[src/rtl/hc595_pkg.sv]
// Shared widths, field positions and receiver state encoding for the
// dual-74HC595 receive-side link model.
package hc595_pkg;

    localparam int FRAME_W     = 16;
    localparam int SEL_W       = 6;
    localparam int SEG_W       = 8;
    localparam int SEL_MSB_POS = 13;
    localparam int SEG_MSB_POS = 7;

    typedef enum logic [1:0] {
        IDLE  = 2'd0,
        SHIFT = 2'd1,
        OVER  = 2'd2
    } rx_state_e;

endpackage

[src/rtl/hc595_rx_if.sv]
// Link lines from the 74HC595 driver plus the recovered frame outputs.
interface hc595_rx_if;
    import hc595_pkg::*;

    logic               shcp;
    logic               stcp;
    logic               ds;
    logic               oe;
    logic [FRAME_W-1:0] word;
    logic [SEL_W-1:0]   sel;
    logic [SEG_W-1:0]   seg;
    logic               out_en;
    logic               frame_valid;
    logic               frame_err;
    logic               link_lost;

    modport master (
        output shcp, stcp, ds, oe,
        input  word, sel, seg, out_en, frame_valid, frame_err, link_lost
    );

    modport slave (
        input  shcp, stcp, ds, oe,
        output word, sel, seg, out_en, frame_valid, frame_err, link_lost
    );

endinterface

[src/rtl/hc595_rx_sync_edge.sv]
// Multi-flop synchronizer with a history flop and a registered rise pulse.
// sync is taken from the history flop so data lines stay aligned with rise.
module sync_edge #(
    parameter int STAGES = 2
) (
    input  logic sys_clk,
    input  logic sys_rst_n,
    input  logic d,
    output logic sync,
    output logic rise
);

    logic [STAGES-1:0] chain;
    logic              hist;
    logic              rise_q;

    always_ff @(posedge sys_clk or negedge sys_rst_n) begin
        if (!sys_rst_n) begin
            chain  <= '0;
            hist   <= 1'b0;
            rise_q <= 1'b0;
        end else begin
            chain  <= {chain[STAGES-2:0], d};
            hist   <= chain[STAGES-1];
            rise_q <= chain[STAGES-1] & ~hist;
        end
    end

    assign sync = hist;
    assign rise = rise_q;

endmodule

[src/rtl/hc595_rx.sv]
// Receive side of the dual-74HC595 display link: deserializes 16-bit frames,
// recovers sel/seg fields, flags framing errors and link loss.
//
// state | meaning
// IDLE  | no shifts since the last latch (cnt = 0)
// SHIFT | 1..16 shifts received
// OVER  | more than 16 shifts; next latch reports an error
module hc595_rx
    import hc595_pkg::*;
#(
    parameter int SYNC_STAGES = 2,
    parameter int TIMEOUT_CYC = 1_000_000,
    parameter int CNT_W       = 5
) (
    input logic        sys_clk,
    input logic        sys_rst_n,
    hc595_rx_if.slave  link
);

    localparam int                TCNT_W    = $clog2(TIMEOUT_CYC + 1);
    localparam logic [CNT_W-1:0]  FRAME_CNT = CNT_W'(FRAME_W);
    localparam logic [TCNT_W-1:0] TCNT_LAST = TCNT_W'(TIMEOUT_CYC - 1);

    logic shcp_rise, stcp_rise, ds_s, oe_s;
    logic shcp_sync_unused, stcp_sync_unused, ds_rise_unused, oe_rise_unused;

    sync_edge #(.STAGES(SYNC_STAGES)) u_sync_shcp (
        .sys_clk(sys_clk), .sys_rst_n(sys_rst_n), .d(link.shcp),
        .sync(shcp_sync_unused), .rise(shcp_rise));
    sync_edge #(.STAGES(SYNC_STAGES)) u_sync_stcp (
        .sys_clk(sys_clk), .sys_rst_n(sys_rst_n), .d(link.stcp),
        .sync(stcp_sync_unused), .rise(stcp_rise));
    sync_edge #(.STAGES(SYNC_STAGES)) u_sync_ds (
        .sys_clk(sys_clk), .sys_rst_n(sys_rst_n), .d(link.ds),
        .sync(ds_s), .rise(ds_rise_unused));
    sync_edge #(.STAGES(SYNC_STAGES)) u_sync_oe (
        .sys_clk(sys_clk), .sys_rst_n(sys_rst_n), .d(link.oe),
        .sync(oe_s), .rise(oe_rise_unused));

    rx_state_e          state;
    logic [FRAME_W-1:0] sr;
    logic [FRAME_W-1:0] word_q;
    logic [CNT_W-1:0]   cnt;
    logic [CNT_W-1:0]   cnt_inc;
    logic [TCNT_W-1:0]  tcnt;
    logic               frame_valid_q, frame_err_q, link_lost_q, out_en_q;

    assign cnt_inc = (cnt == '1) ? cnt : cnt + 1'b1;

    always_ff @(posedge sys_clk or negedge sys_rst_n) begin
        if (!sys_rst_n) begin
            state         <= IDLE;
            sr            <= '0;
            word_q        <= '0;
            cnt           <= '0;
            tcnt          <= '0;
            frame_valid_q <= 1'b0;
            frame_err_q   <= 1'b0;
            link_lost_q   <= 1'b0;
            out_en_q      <= 1'b0;
        end else begin
            out_en_q      <= ~oe_s;
            frame_valid_q <= stcp_rise;
            frame_err_q   <= stcp_rise && !((state == SHIFT) && (cnt == FRAME_CNT));

            // Latch sees the pre-shift register; a coincident shift opens the next frame.
            if (stcp_rise)
                word_q <= sr;
            if (shcp_rise)
                sr <= {ds_s, sr[FRAME_W-1:1]};

            if (stcp_rise) begin
                cnt   <= shcp_rise ? CNT_W'(1) : '0;
                state <= shcp_rise ? SHIFT : IDLE;
            end else if (shcp_rise) begin
                cnt   <= cnt_inc;
                state <= (cnt_inc > FRAME_CNT) ? OVER : SHIFT;
            end

            if (stcp_rise) begin
                tcnt        <= '0;
                link_lost_q <= 1'b0;
            end else if (tcnt == TCNT_LAST) begin
                link_lost_q <= 1'b1;
            end else begin
                tcnt <= tcnt + 1'b1;
            end
        end
    end

    for (genvar i = 0; i < SEG_W; i++) begin : g_seg
        assign link.seg[i] = word_q[SEG_MSB_POS-i];
    end
    for (genvar i = 0; i < SEL_W; i++) begin : g_sel
        assign link.sel[i] = word_q[SEL_MSB_POS-i];
    end

    assign link.word        = word_q;
    assign link.out_en      = out_en_q;
    assign link.frame_valid = frame_valid_q;
    assign link.frame_err   = frame_err_q;
    assign link.link_lost   = link_lost_q;

endmodule

[src/flat_wrapper.sv]
// flat-port wrapper written by rule: the top's interface ports become plain ports
module hc595_rx_flat import hc595_pkg::*;
#(
    parameter int SYNC_STAGES = 2,
    parameter int TIMEOUT_CYC = 1_000_000,
    parameter int CNT_W       = 5
)
  (sys_clk, sys_rst_n, link_shcp, link_stcp, link_ds, link_oe, link_word, link_sel, link_seg, link_out_en, link_frame_valid, link_frame_err, link_link_lost);
  hc595_rx_if link_i ();
  input logic sys_clk;
  input logic sys_rst_n;
  input wire logic [$bits(link_i.shcp)-1:0] link_shcp;
  input wire logic [$bits(link_i.stcp)-1:0] link_stcp;
  input wire logic [$bits(link_i.ds)-1:0] link_ds;
  input wire logic [$bits(link_i.oe)-1:0] link_oe;
  output wire logic [$bits(link_i.word)-1:0] link_word;
  output wire logic [$bits(link_i.sel)-1:0] link_sel;
  output wire logic [$bits(link_i.seg)-1:0] link_seg;
  output wire logic [$bits(link_i.out_en)-1:0] link_out_en;
  output wire logic [$bits(link_i.frame_valid)-1:0] link_frame_valid;
  output wire logic [$bits(link_i.frame_err)-1:0] link_frame_err;
  output wire logic [$bits(link_i.link_lost)-1:0] link_link_lost;
  assign link_i.shcp = link_shcp;
  assign link_i.stcp = link_stcp;
  assign link_i.ds = link_ds;
  assign link_i.oe = link_oe;
  assign link_word = link_i.word;
  assign link_sel = link_i.sel;
  assign link_seg = link_i.seg;
  assign link_out_en = link_i.out_en;
  assign link_frame_valid = link_i.frame_valid;
  assign link_frame_err = link_i.frame_err;
  assign link_link_lost = link_i.link_lost;
  hc595_rx #(.SYNC_STAGES(SYNC_STAGES), .TIMEOUT_CYC(TIMEOUT_CYC), .CNT_W(CNT_W)) u_core (.sys_clk(sys_clk), .sys_rst_n(sys_rst_n), .link(link_i));
endmodule
[config.mk]
export PLATFORM = sky130hd
export DESIGN_NAME = hc595_rx_flat
export DESIGN_NICKNAME = d
export VERILOG_FILES = /design/src/rtl/hc595_pkg.sv /design/src/rtl/hc595_rx_if.sv /design/src/rtl/hc595_rx_sync_edge.sv /design/src/rtl/hc595_rx.sv /design/src/flat_wrapper.sv
export SDC_FILE = /design/constraint.sdc
export NUM_CORES = 1
export LEC_CHECK = 0
export CAP_MARGIN = 20
export CORE_UTILIZATION = 57
export CTS_BUF_LIST = sky130_fd_sc_hd__clkbuf_4
export DETAILED_ROUTE_END_ITERATION = 6
export GPL_TIMING_DRIVEN = 0
export PLACE_DENSITY = 0.79
export SLEW_MARGIN = 20
export SYNTH_ARGS = -nofsm -noshare
export SYNTH_HDL_FRONTEND = slang
export SYNTH_SLANG_ARGS = --single-unit
[constraint.sdc]
create_clock -name sys_clk -period 2.45 [get_ports sys_clk]
set_clock_uncertainty 0.2 [all_clocks]
set_input_delay 0.49 -clock sys_clk [delete_from_list [all_inputs] [get_ports sys_clk]]
set_output_delay 0.49 -clock sys_clk [all_outputs]
set_load 0.01 [all_outputs]
---- Yosys cells after proc, flatten, opt, wreduce, memory -nomap -nowiden ----
Cells that the tools add are included.
Widths: inputs -> output; s select.
storage, ports and cells
  bits in registers ....................... 77
  bits of input ports ..................... 6
  output and inout port bits .............. 34
  word-level logic and storage cells ...... 49
operators by class
  add/sub/neg operators ................... 2
  order comparisons ....................... 1
  equality and inequality tests ........... 5
  muxes and demuxes ....................... 12
  bitwise gates (word level) .............. 5
  reduce and logical (&&, ||, !) cells .... 5
operator list
  cell                   count
  $mux 20                2
  $add 20x1->20 const B  1
  $eq 20x20->1 const B   1
  $mux 5                 3
  $eq 5x5->1 const B     2
  $mux 2                 3
  $add 5x1->5 const B    1
  $gt 5x5->1 const B     1
  $mux 1                 4
  $reduce_bool 2->1      2
  $not 1->1              3
  $and 1x1->1            2
  $eq 2x1->1 const B     1
  $logic_and 1x1->1      2
  $ne 2x2->1 const B     1
  $logic_not 1->1        1

---- Longest topological paths before layout ----
Gate-level depths: netlist (run 1).
  word-level depth ........................ 6
  mapped depth ............................ 6
  mapped depth without buffers ............ 5

---- Hierarchy ----
Synthesis (run 1) repeated with hierarchy kept, for this count alone.
unflattened totals
  cell total of the unflattened synthesis .. 269
  area, all modules ....................... 3328.2 um^2
modules (own cells, without submodules)
  module     times used  cells an instance  area an instance (um^2)  seq. area each (um^2)
  hc595_rx   1           249                2872.8                   1576.5
  sync_edge  4           5                  113.9                    100.1

---- Worst setup path before layout (run 1) ----
OpenSTA, ideal clock, no wires.
  path kind ............................... register to register
  start point ............................. reg u_core.cnt[1]
  end point ............................... reg u_core.state[0]
  setup time .............................. 78 ps
  data arrival time ....................... 1774 ps
  data required time ...................... 2172 ps
  path slack .............................. 399 ps
  cell stages (with the launch flop) ...... 7
  buffers on the path ..................... 1
  period minus slack after synthesis ...... 2051 ps
  cell sequence ........................... dfrtp_1 -> ha_1 -> clkbuf_2 -> nand4_1 -> mux2_1 -> o41ai_1 -> a21boi_1
between the ends
  cells in the longest elaborated chain, start to end .. 6
  elaborated cells between the ends (all ways) .. 7
  those cells by class .................... add/sub (1); order compare (1); eq/ne (1); mux (4)
ends and longest elaborated chain
  what                                       RTL line        source
  start: declaration                         hc595_rx.sv:43  logic [CNT_W-1:0] cnt;
  start signal: assignment                   hc595_rx.sv:73  cnt <= shcp_rise ? CNT_W'(1) : '0;
  start signal: assignment                   hc595_rx.sv:76  cnt <= cnt_inc;
  $add 5x1->5 or $eq 5x5->1 (tied branches)  hc595_rx.sv:48  assign cnt_inc = (cnt == '1) ? cnt : cnt + 1'b1;
  $mux 5 (*)                                 hc595_rx.sv:48
  $gt 5x5->1 (*)                             hc595_rx.sv:77  state <= (cnt_inc > FRAME_CNT) ? OVER : SHIFT;
  $mux 2 (*)                                 hc595_rx.sv:77
  $mux 2 (*)                                 hc595_rx.sv:75  end else if (shcp_rise) begin
  $mux 2 (*)                                 hc595_rx.sv:72  if (stcp_rise) begin
  end signal: assignment                     hc595_rx.sv:74  state <= shcp_rise ? SHIFT : IDLE;
  end signal: assignment                     hc595_rx.sv:77
  end: declaration                           hc595_rx.sv:40  rx_state_e state;
Every way passes the cells marked *; elsewhere a longest branch is shown, timed or not. The select of a mux whose other input is x is not followed.
A chain may end at the register's enable or synchronous reset.

---- Worst setup path in the final report (run 1) ----
Ends and elaborated chain as after synthesis.

==> impl_metrics.tcl, run 1 <==
set metrics [dict create \
    syn_area_mm2 0.00326 \
    reg2reg_depth 6 \
    area.sequential_mm2 0.00193 \
    hp-start "u_core.u_sync_oe.chain[1]" \
    rows 27 \
    rsz0062_at_grt "no" \
    crit_cells 6 \
    layout.nets 326 \
    max_stage_delay_ns 0.45 \
    maxSlewViolCount 0 \
    grtUsageTotal_pct 21.5 \
    cts_setup_buffers 0 \
    grt_pass1_wl_um 9970 \
    crit_slowest_cell "dfrtp_2" \
    end_kind "register" \
    multiInputGateArea_mm2 0.00116 \
    synth_top_area_share_pct 59.2 \
    cap_violations 0 \
    root_buffer "clkbuf_4" \
    numCtsBuffers 9 \
    avgRoutedWirePerCell_um 14.4 \
    htreeDepth 3 \
    path_buf_inv 1 \
    synth_nets 274 \
    drt_iter0_markers 83 \
    cts_tree "yes" \
    postSynthAreaPerCell_um2 12.3 \
    fillers 406 \
    ant_nets 0 \
    yosysTopAreaCell "dfrtp_1" \
    ir_drop_mv 0.597 \
    min_to "u_core.u_sync_oe.sync" \
    globalRoute.totalOverflow 0 \
    ctsLongestPathBuffers 2 \
    gp_congestion 0.790 \
    reg2reg_to "u_core.state[0]" \
    drive_gt1_share_pct 24.5 \
    async_flop_share_pct 100 \
    drc 0 \
    status "finished, final reports clean" \
    numPortBuffers 39 \
    slew_headroom_pct 61.9 \
    via_per_inst 5.44 \
    crit_fanout 7 \
    syn_inst 265 \
    crit_chain "ha_1, clkbuf_2, nand4_1, mux2_1, o41ai_2, a21boi_1" \
    yosys_warnings 0 \
    synth_edf_count 0 \
    synthFlopType "dfrtp_1" \
    fp.dieH_um 77.6 \
    hold_class "reg -> reg" \
    power_density_mw_per_mm2 884 \
    fp.coreArea_mm2 0.00551 \
    crit_arrival_ns 2.41 \
    fin_ws_ns 0.185 \
    worst_slew_pin_slew_ns 0.571 \
    wl_um 5660 \
    reg2reg_slack_ns 0.19 \
    r2r-start "u_core.cnt[1]" \
    insertion_delay_ns 0.42 \
    leakage_nw 1.70 \
    clk_pin_slew_ns 0.13 \
    post-place-ws_ns 0.100 \
    num_vias 2142 \
    design.die.area_mm2 0.00602 \
    hold_slack_ns 0.162 \
    synthTopCellsByArea "dfrtp_1, mux2_2, buf_4" \
    critical_path_class "reg -> reg" \
    grt_max_degree 44 \
    start_util_pct 59.1 \
    cp.required_ns 2.60 \
    grt_pass1_vias 2177 \
    area_delta_synth_final_pct 19.9 \
    hold_viol 0 \
    cpLargestDelayFamily "compound AO/OA/AOI/OAI gates" \
    ys_ff_latch 77 \
    insertedDiodeCount 0 \
    die_width_um 77.6 \
    fin_crit_ns 2.26 \
    fmax_mhz 442 \
    ios 40 \
    setup_viol_count_final 0 \
    fin_crit_sh_pct 92.4 \
    firstDrtPassIters 4 \
    post-dp-hpwl_um 3950 \
    hold-path-cell-count 0 \
    ys_types 47 \
    cts_sinks 77 \
    cp-start-kind "register" \
    grt_antenna_before_repair 0 \
    ys_seq_area_share_pct 59.2 \
]
==> synthesized netlist by cell type, drive strengths merged (3+ instances only) <==
cell type / n
dfrtp: 77
mux2: 34
buf: 18
nor2: 14
nand2: 13
a21oi: 12
nand3: 10
o21ai: 9
clkbuf: 8
inv: 6
nand4: 6
a31oi: 5
and4: 4
or3: 4
xnor2: 4
ha: 3
nor2b: 3
nor3: 3
nor4: 3
xor2: 3
==> how the worst max path moves through the flow <==
| stage | start | to | slack (ns) |
|---|---|---|---|
| 3_3_place_gp | sys_rst_n | u_core.link.word[0] | -1.89 |
| 3_5_place_dp | u_core.cnt[1] | u_core.state[0] | 0.10 |
| 5_1_grt | u_core.tcnt[6] | u_core.tcnt[5] | 0.05 |
| 4_1_cts | u_core.cnt[1] | u_core.state[0] | 0.06 |
| 2_1_floorplan | u_core.cnt[1] | u_core.state[0] | 0.40 |
| 6_report | u_core.cnt[1] | u_core.state[0] | 0.19 |
==> stage by stage <==
stage	power, mW	cell area, um^2	util (%)	std cells	TNS (ns)
after floorplan	2.22	3260	-	265	0
after global placement	2.71	3740	67.8	376	-145.41
after global routing	3.64	3900	70.9	394	0
final	3.45	3900	70.9	394	0
after detailed placement	2.76	3750	68.2	377	0
after CTS	3.50	3890	70.7	394	0
==> flip-flops by register name, indices dropped and copies added, names as in the netlist <==
| name | cells |
|---|---|
| u_core.link.word | 16 |
| u_core.cnt | 5 |
| u_core.u_sync_shcp.chain | 2 |
| u_core.link.frame_valid | 1 |
| u_core.u_sync_stcp.chain | 2 |
| u_core.link.out_en | 1 |
| u_core.u_sync_ds.sync | 1 |
| u_core.tcnt | 20 |
| u_core.u_sync_shcp.rise | 1 |
| u_core.u_sync_oe.chain | 2 |
| u_core.link.link_lost | 1 |
| u_core.link.frame_err | 1 |
| u_core.state | 2 |
| u_core.sr | 16 |
| u_core.u_sync_shcp.sync | 1 |
| u_core.u_sync_oe.sync | 1 |
| u_core.u_sync_ds.chain | 2 |
| u_core.u_sync_stcp.sync | 1 |
| u_core.u_sync_stcp.rise | 1 |
==> layout by cell type (no fill, tap or decap), drive strengths merged, types with 3 or more instances in the layout <==
cell / instances
xnor2: 4
a21oi: 12
nor4: 3
nand3: 10
nand4: 6
nor2: 14
mux2: 34
clkdlybuf4s50: 38
inv: 12
o21ai: 9
a31oi: 5
and4: 4
nor2b: 3
or3: 4
ha: 3
dfrtp: 77
clkbuf: 17
xor2: 3
nand2: 13
nor3: 3
buf: 20
==> area by class of cell <==
class                      count  area share [%]
buffer                        26            3.94
tap                           72            2.31
timing repair buffer          41            10.7
clock inverter                 7            1.60
sequential                    77            49.4
multi-input combinational    156            29.7
clock buffer                   9            1.73
inverter                       6           0.577
==> metal layers <==
| metal | GRT usage (%) | vias to the layer above | routed length (um) |
|---|---|---|---|
| met1 | 28.4 | 1050 | 2600 |
| met2 | 34.2 | 47 | 2780 |
| met3 | 4.00 | 6 | 237 |
| met4 | 10.6 | 0 | 47 |
| li1 | - | 1039 | - |
| met5 | 0 | - | 0 |
==> worst reg2reg max path, cell delays in order (launching register included) <==
cell	delay, ns
dfrtp_2	0.45
ha_1	0.16
clkbuf_2	0.17
nand4_1	0.25
mux2_1	0.39
o41ai_2	0.37
a21boi_1	0.20
==> where the power goes <==
group	internal, mW	switching (mW)	total (mW)
registers	1.53	0.195	1.72
logic	0.665	0.339	1.00
clock network	0.233	0.490	0.724
==> kinds of logic (layout without fill, tap and decap cells) <==
logic type,after synthesis,count (layout),share of synthesized area [%]
flops,77,77,59.2
mux,35,35,12.1
xor+xnor,7,7,1.88
buf+inv,32,89,5.42
simple gates,74,74,13.4
compound gates,37,37,6.88
fa+ha+maj,3,3,1.15
==> timing repair <==
item / 4_1_cts / 5_1_grt
setup endpoints to repair: 0 / 2
endpoints found under the hold margin: 34 / 0
gates resized for setup: 0 / 2
hold buffers: 1 / 0
Power figures use the tool's default switching activity.
==> run 2: changes to the inputs <==
CORE_MARGIN = 3   (was default)
==> impl_metrics.tcl, run 2 (same netlist as run 1, synthesis figures left out) <==
set metrics [dict create \
    num_vias 2204 \
    hp-start "u_core.u_sync_ds.chain[1]" \
    power_density_mw_per_mm2 894 \
    min_to "u_core.u_sync_ds.sync" \
    cts_tree "yes" \
    worst_slew_pin_slew_ns 0.568 \
    die_width_um 81.6 \
    cts_sinks 77 \
    reg2reg_depth 6 \
    grt_antenna_before_repair 0 \
    cts_setup_buffers 0 \
    insertion_delay_ns 0.41 \
    post-dp-hpwl_um 4040 \
    p_clk_share_pct 21.8 \
    globalRoute.totalOverflow 0 \
    hold_class "reg -> reg" \
    htreeDepth 3 \
    power_frac_comb_pct 28.8 \
    fmax_mhz 447 \
    area_delta_synth_final_pct 20.4 \
    reg2reg_to "u_core.state[0]" \
    crit_fanout 7 \
    gp_congestion 0.776 \
    fp.dieH_um 81.6 \
    fin_crit_sh_pct 91.2 \
    fin_crit_ns 2.24 \
    cp.required_ns 2.61 \
    hold_slack_ns 0.164 \
    top_register "u_core.tcnt" \
    max_stage_delay_ns 0.44 \
    drc 0 \
    leakage_nw 1.71 \
    via_per_inst 5.62 \
    crit_chain "ha_1, clkbuf_2, nand4_1, mux2_1, o41ai_2, a21boi_1" \
    cpLargestDelayFamily "compound AO/OA/AOI/OAI gates" \
    rows 26 \
    avgRoutedWirePerCell_um 15.2 \
    grt_max_degree 62 \
    firstDrtPassIters 4 \
    rsz0062_at_grt "no" \
    insertedDiodeCount 0 \
    ant_nets 0 \
    ios 40 \
    reg2reg_slack_ns 0.21 \
    drt_iter0_markers 104 \
    end_kind "register" \
    p_int_mw 2.51 \
    final_cell_mix "dfrtp_1, clkdlybuf4s50_1, mux2_2" \
    clk_pin_slew_ns 0.13 \
    hold-path-cell-count 0 \
    hold_viol 0 \
    cap_violations 0 \
    total_power_mw 3.51 \
    p_switching_mw 0.998 \
    ir_drop_mv 0.661 \
    path_buf_inv 1 \
    root_buffer "clkbuf_4" \
    fp.coreArea_mm2 0.00530 \
    layout.nets 326 \
    grt_pass1_vias 2212 \
    switching_share_pct 28.5 \
    design.die.area_mm2 0.00665 \
    critical_path_class "reg -> reg" \
    numCtsBuffers 9 \
    grtUsageTotal_pct 20.5 \
    cp-start-kind "register" \
    drive_gt1_share_pct 24.5 \
    start_util_pct 61.4 \
    numPortBuffers 39 \
    status "finished, final reports clean" \
    crit_cells 6 \
    slew_headroom_pct 62.2 \
    wl_um 5950 \
    grt_pass1_wl_um 10200 \
    crit_slowest_cell "dfrtp_2" \
    crit_arrival_ns 2.39 \
    maxSlewViolCount 0 \
    r2r-start "u_core.cnt[1]" \
    ctsLongestPathBuffers 2 \
    seq_power_share_pct 49.3 \
    largest_reg_flops 20 \
    setup_viol_count_final 0 \
    final_common_cell "dfrtp_1" \
]
## run 2: changes by cell type in the layout (fill, tap and decap cells not counted), sizes merged
cell,previous run,this run
bufinv,0,1
inv,12,7
clkinv,0,4
## run 2: worst max path at each step
stage | end | slack (ns) | start
2_1_floorplan | u_core.state[0] | 0.40 | u_core.cnt[1]
5_1_grt | u_core.state[0] | 0.06 | u_core.cnt[1]
4_1_cts | u_core.state[0] | 0.06 | u_core.cnt[1]
6_report | u_core.state[0] | 0.21 | u_core.cnt[1]
3_3_place_gp | u_core.link.word[0] | -1.86 | sys_rst_n
3_5_place_dp | u_core.state[0] | 0.09 | u_core.cnt[1]
## run 2: repair_timing
action                     CTS  global route
resized for setup            0             2
setup endpoints to repair    0             2
hold endpoints to repair    16             0
hold buffers                 1             0
## run 2: final cells by class
class,instances,area (um^2)
multi-input combinational,156,1160
clock buffer,9,67.6
timing repair buffer,41,425
buffer,26,154
sequential,77,1930
tap,70,87.6
clock inverter,7,73.8
inverter,6,22.5
fill,375,1380
## run 2: metrics by stage
step / utilization, % / TNS (ns) / std cells / setup WS, ns / cell area, um^2
final: 73.9 / 0 / 392 / 0.215 / 3920
after global routing: 73.9 / 0 / 392 / 0.0577 / 3920
after CTS: 73.7 / 0 / 392 / 0.0552 / 3910
after detailed placement: 70.9 / 0 / 375 / 0.0850 / 3760
after global placement: 70.4 / -142.48 / 374 / -1.86 / 3730
after floorplan: - / 0 / 265 / 0.399 / 3260
## run 2: routing by layer
layer	vias up	share of wire [%]	track usage [%]
met1	1092	44	24.4
met4	0	1.0	7.31
met2	64	50	34.8
met3	8	4.5	6.91
met5	-	0	0
li1	1040	-	-
## run 2: power groups by stage
stage	registers [mW]	clock network [mW]	logic [mW]
floorplan	1.75	0	0.468
global placement	1.74	0	0.983
detailed placement	1.75	0	1.02
CTS	1.73	0.790	1.03
global route	1.77	0.853	1.09
finish	1.73	0.765	1.01
==> run 3: changes to the inputs <==
CTS_CLUSTER_SIZE = 14   (was default)
SKIP_LAST_GASP = 1   (was default)
SYNTH_HIERARCHICAL = 1   (was default)
==> impl_metrics.tcl, run 3 <==
set metrics [dict create \
    status "finished, final reports clean" \
    postSynthAreaPerCell_um2 12.3 \
    reg2reg_to "u_core/tcnt[18]" \
    leakage_nw 1.74 \
    grt_pass1_vias 2144 \
    syn_area_mm2 0.00325 \
    ant_nets 0 \
    ios 40 \
    cp-start-kind "register" \
    reg2reg_slack_ns 0.38 \
    ir_drop_mv 0.714 \
    avgRoutedWirePerCell_um 14.8 \
    numPlacedInstances 375 \
    fin_area_mm2 0.00392 \
    crit_chain "buf_4, clkdlybuf4s50_1" \
    rsz0062_at_grt "no" \
    syn_inst 265 \
    grt_max_degree 57 \
    critical_path_class "reg -> out" \
    path_buf_inv 2 \
    ctsLongestPathBuffers 2 \
    setup_viol_count_final 0 \
    rows 26 \
    gp_congestion 0.819 \
    hold_class "reg -> reg" \
    r2r-start "u_core/tcnt[1]" \
    num_vias 2187 \
    post-place-ws_ns 0.442 \
    fp.coreArea_mm2 0.00530 \
    fmax_mhz 464 \
    power_density_mw_per_mm2 909 \
    grtUsageTotal_pct 20.2 \
    stdcell_count 392 \
    hold_viol 0 \
    fin_crit_sh_pct 88.0 \
    drive_gt1_share_pct 22.7 \
    cp.required_ns 1.76 \
    wl_um 5820 \
    start_util_pct 61.3 \
    fp.dieH_um 81.5 \
    cpLargestDelayFamily "buffers and inverters" \
    fin_ws_ns 0.294 \
    end_kind "primary output" \
    drc 0 \
    drt_iter0_markers 153 \
    cts_sinks 77 \
    insertion_delay_ns 0.41 \
    grt_antenna_before_repair 0 \
    final_common_cell "dfrtp_1" \
    cts_tree "yes" \
    crit_cells 2 \
    placed_cell_area_mm2 0.00375 \
    final.setup.tns_ns 0 \
    htreeDepth 3 \
    grt_pass1_wl_um 10100 \
    max_stage_delay_ns 0.52 \
    clk_pin_slew_ns 0.12 \
    reg2reg_depth 5 \
    timing.critical_path.to "link_word[5]" \
    numPortBuffers 39 \
    fin_crit_ns 2.16 \
    layout.nets 326 \
    die_width_um 81.5 \
    numCtsBuffers 9 \
    firstDrtPassIters 5 \
    top_register "u_core/tcnt" \
    globalRoute.totalOverflow 0 \
    worst_slew_pin_slew_ns 0.555 \
    maxSlewViolCount 0 \
    crit_arrival_ns 1.47 \
    post-dp-hpwl_um 4000 \
    crit_slowest_cell "clkdlybuf4s50_1" \
    cap_violations 0 \
    root_buffer "clkbuf_4" \
    postCtsResizedCells 0 \
    yosys_warnings 6 \
    slew_headroom_pct 63.0 \
    largest_reg_flops 20 \
    via_per_inst 5.58 \
    insertedDiodeCount 0 \
    final_cell_mix "dfrtp_1, clkdlybuf4s50_1, mux2_2" \
    area_delta_synth_final_pct 20.6 \
    cp-startpoint "u_core/link.word[5]" \
    synth_nets 274 \
    crit_fanout 3 \
    design.die.area_mm2 0.00664 \
]
## run 3: repair_timing
item                                   CTS  global route
setup buffers                            0             0
hold buffers                             1             0
endpoints found under the hold margin   21             0
## run 3: how the worst min path moves through the flow
stage | start | end | slack, ns | depth (start not counted)
5_1_grt | u_core/u_sync_shcp/chain[0] | u_core/u_sync_shcp/chain[1] | 0.17 | 0
3_3_place_gp | u_core/u_sync_shcp/chain[0] | u_core/u_sync_shcp/chain[1] | 0.13 | 0
3_5_place_dp | u_core/u_sync_stcp/chain[0] | u_core/u_sync_stcp/chain[1] | 0.14 | 0
4_1_cts | u_core/u_sync_shcp/chain[0] | u_core/u_sync_shcp/chain[1] | 0.16 | 0
2_1_floorplan | sys_rst_n | u_core/cnt[0] | -0.006 | 0
6_report | u_core/u_sync_shcp/chain[0] | u_core/u_sync_shcp/chain[1] | 0.16 | 0
## run 3: report_power, final
group	leakage [nW]	switching [mW]	total (mW)	internal (mW)
logic	0.669	0.340	1.00	0.661
clock network	0.0814	0.424	0.833	0.409
registers	0.986	0.203	1.73	1.53
total	1.74	0.968	3.56	2.60
## run 3: through the flow
| stage | utilization (%) | hold WS [ns] | total power [mW] |
|---|---|---|---|
| floorplan | - | -0.00559 | 2.21 |
| global placement | 70.3 | 0.133 | 2.72 |
| detailed placement | 70.8 | 0.137 | 2.77 |
| CTS | 73.9 | 0.158 | 3.61 |
| global route | 73.9 | 0.171 | 3.77 |
| finish | 73.9 | 0.159 | 3.56 |
## run 3: final cells by class
type,instances,area (um^2)
clock buffers,9,67.6
repair buffers,41,425
well taps,70,87.6
inverters,6,22.5
multi-input cells,157,1150
plain buffers,25,149
fillers,384,1380
flip-flops and latches,77,1930
clock inverters,7,88.8
## run 3: routing by layer
| metal | wire length, um | part of all wire [%] | up-vias | global-route usage, % |
|---|---|---|---|---|
| met5 | 0 | 0 | - | 0 |
| met4 | 76 | 1.3 | 0 | 8.61 |
| met1 | 2620 | 45 | 1089 | 26.5 |
| met3 | 300 | 5.2 | 6 | 5.81 |
| met2 | 2820 | 48 | 50 | 31.5 |
| li1 | - | - | 1042 | - |
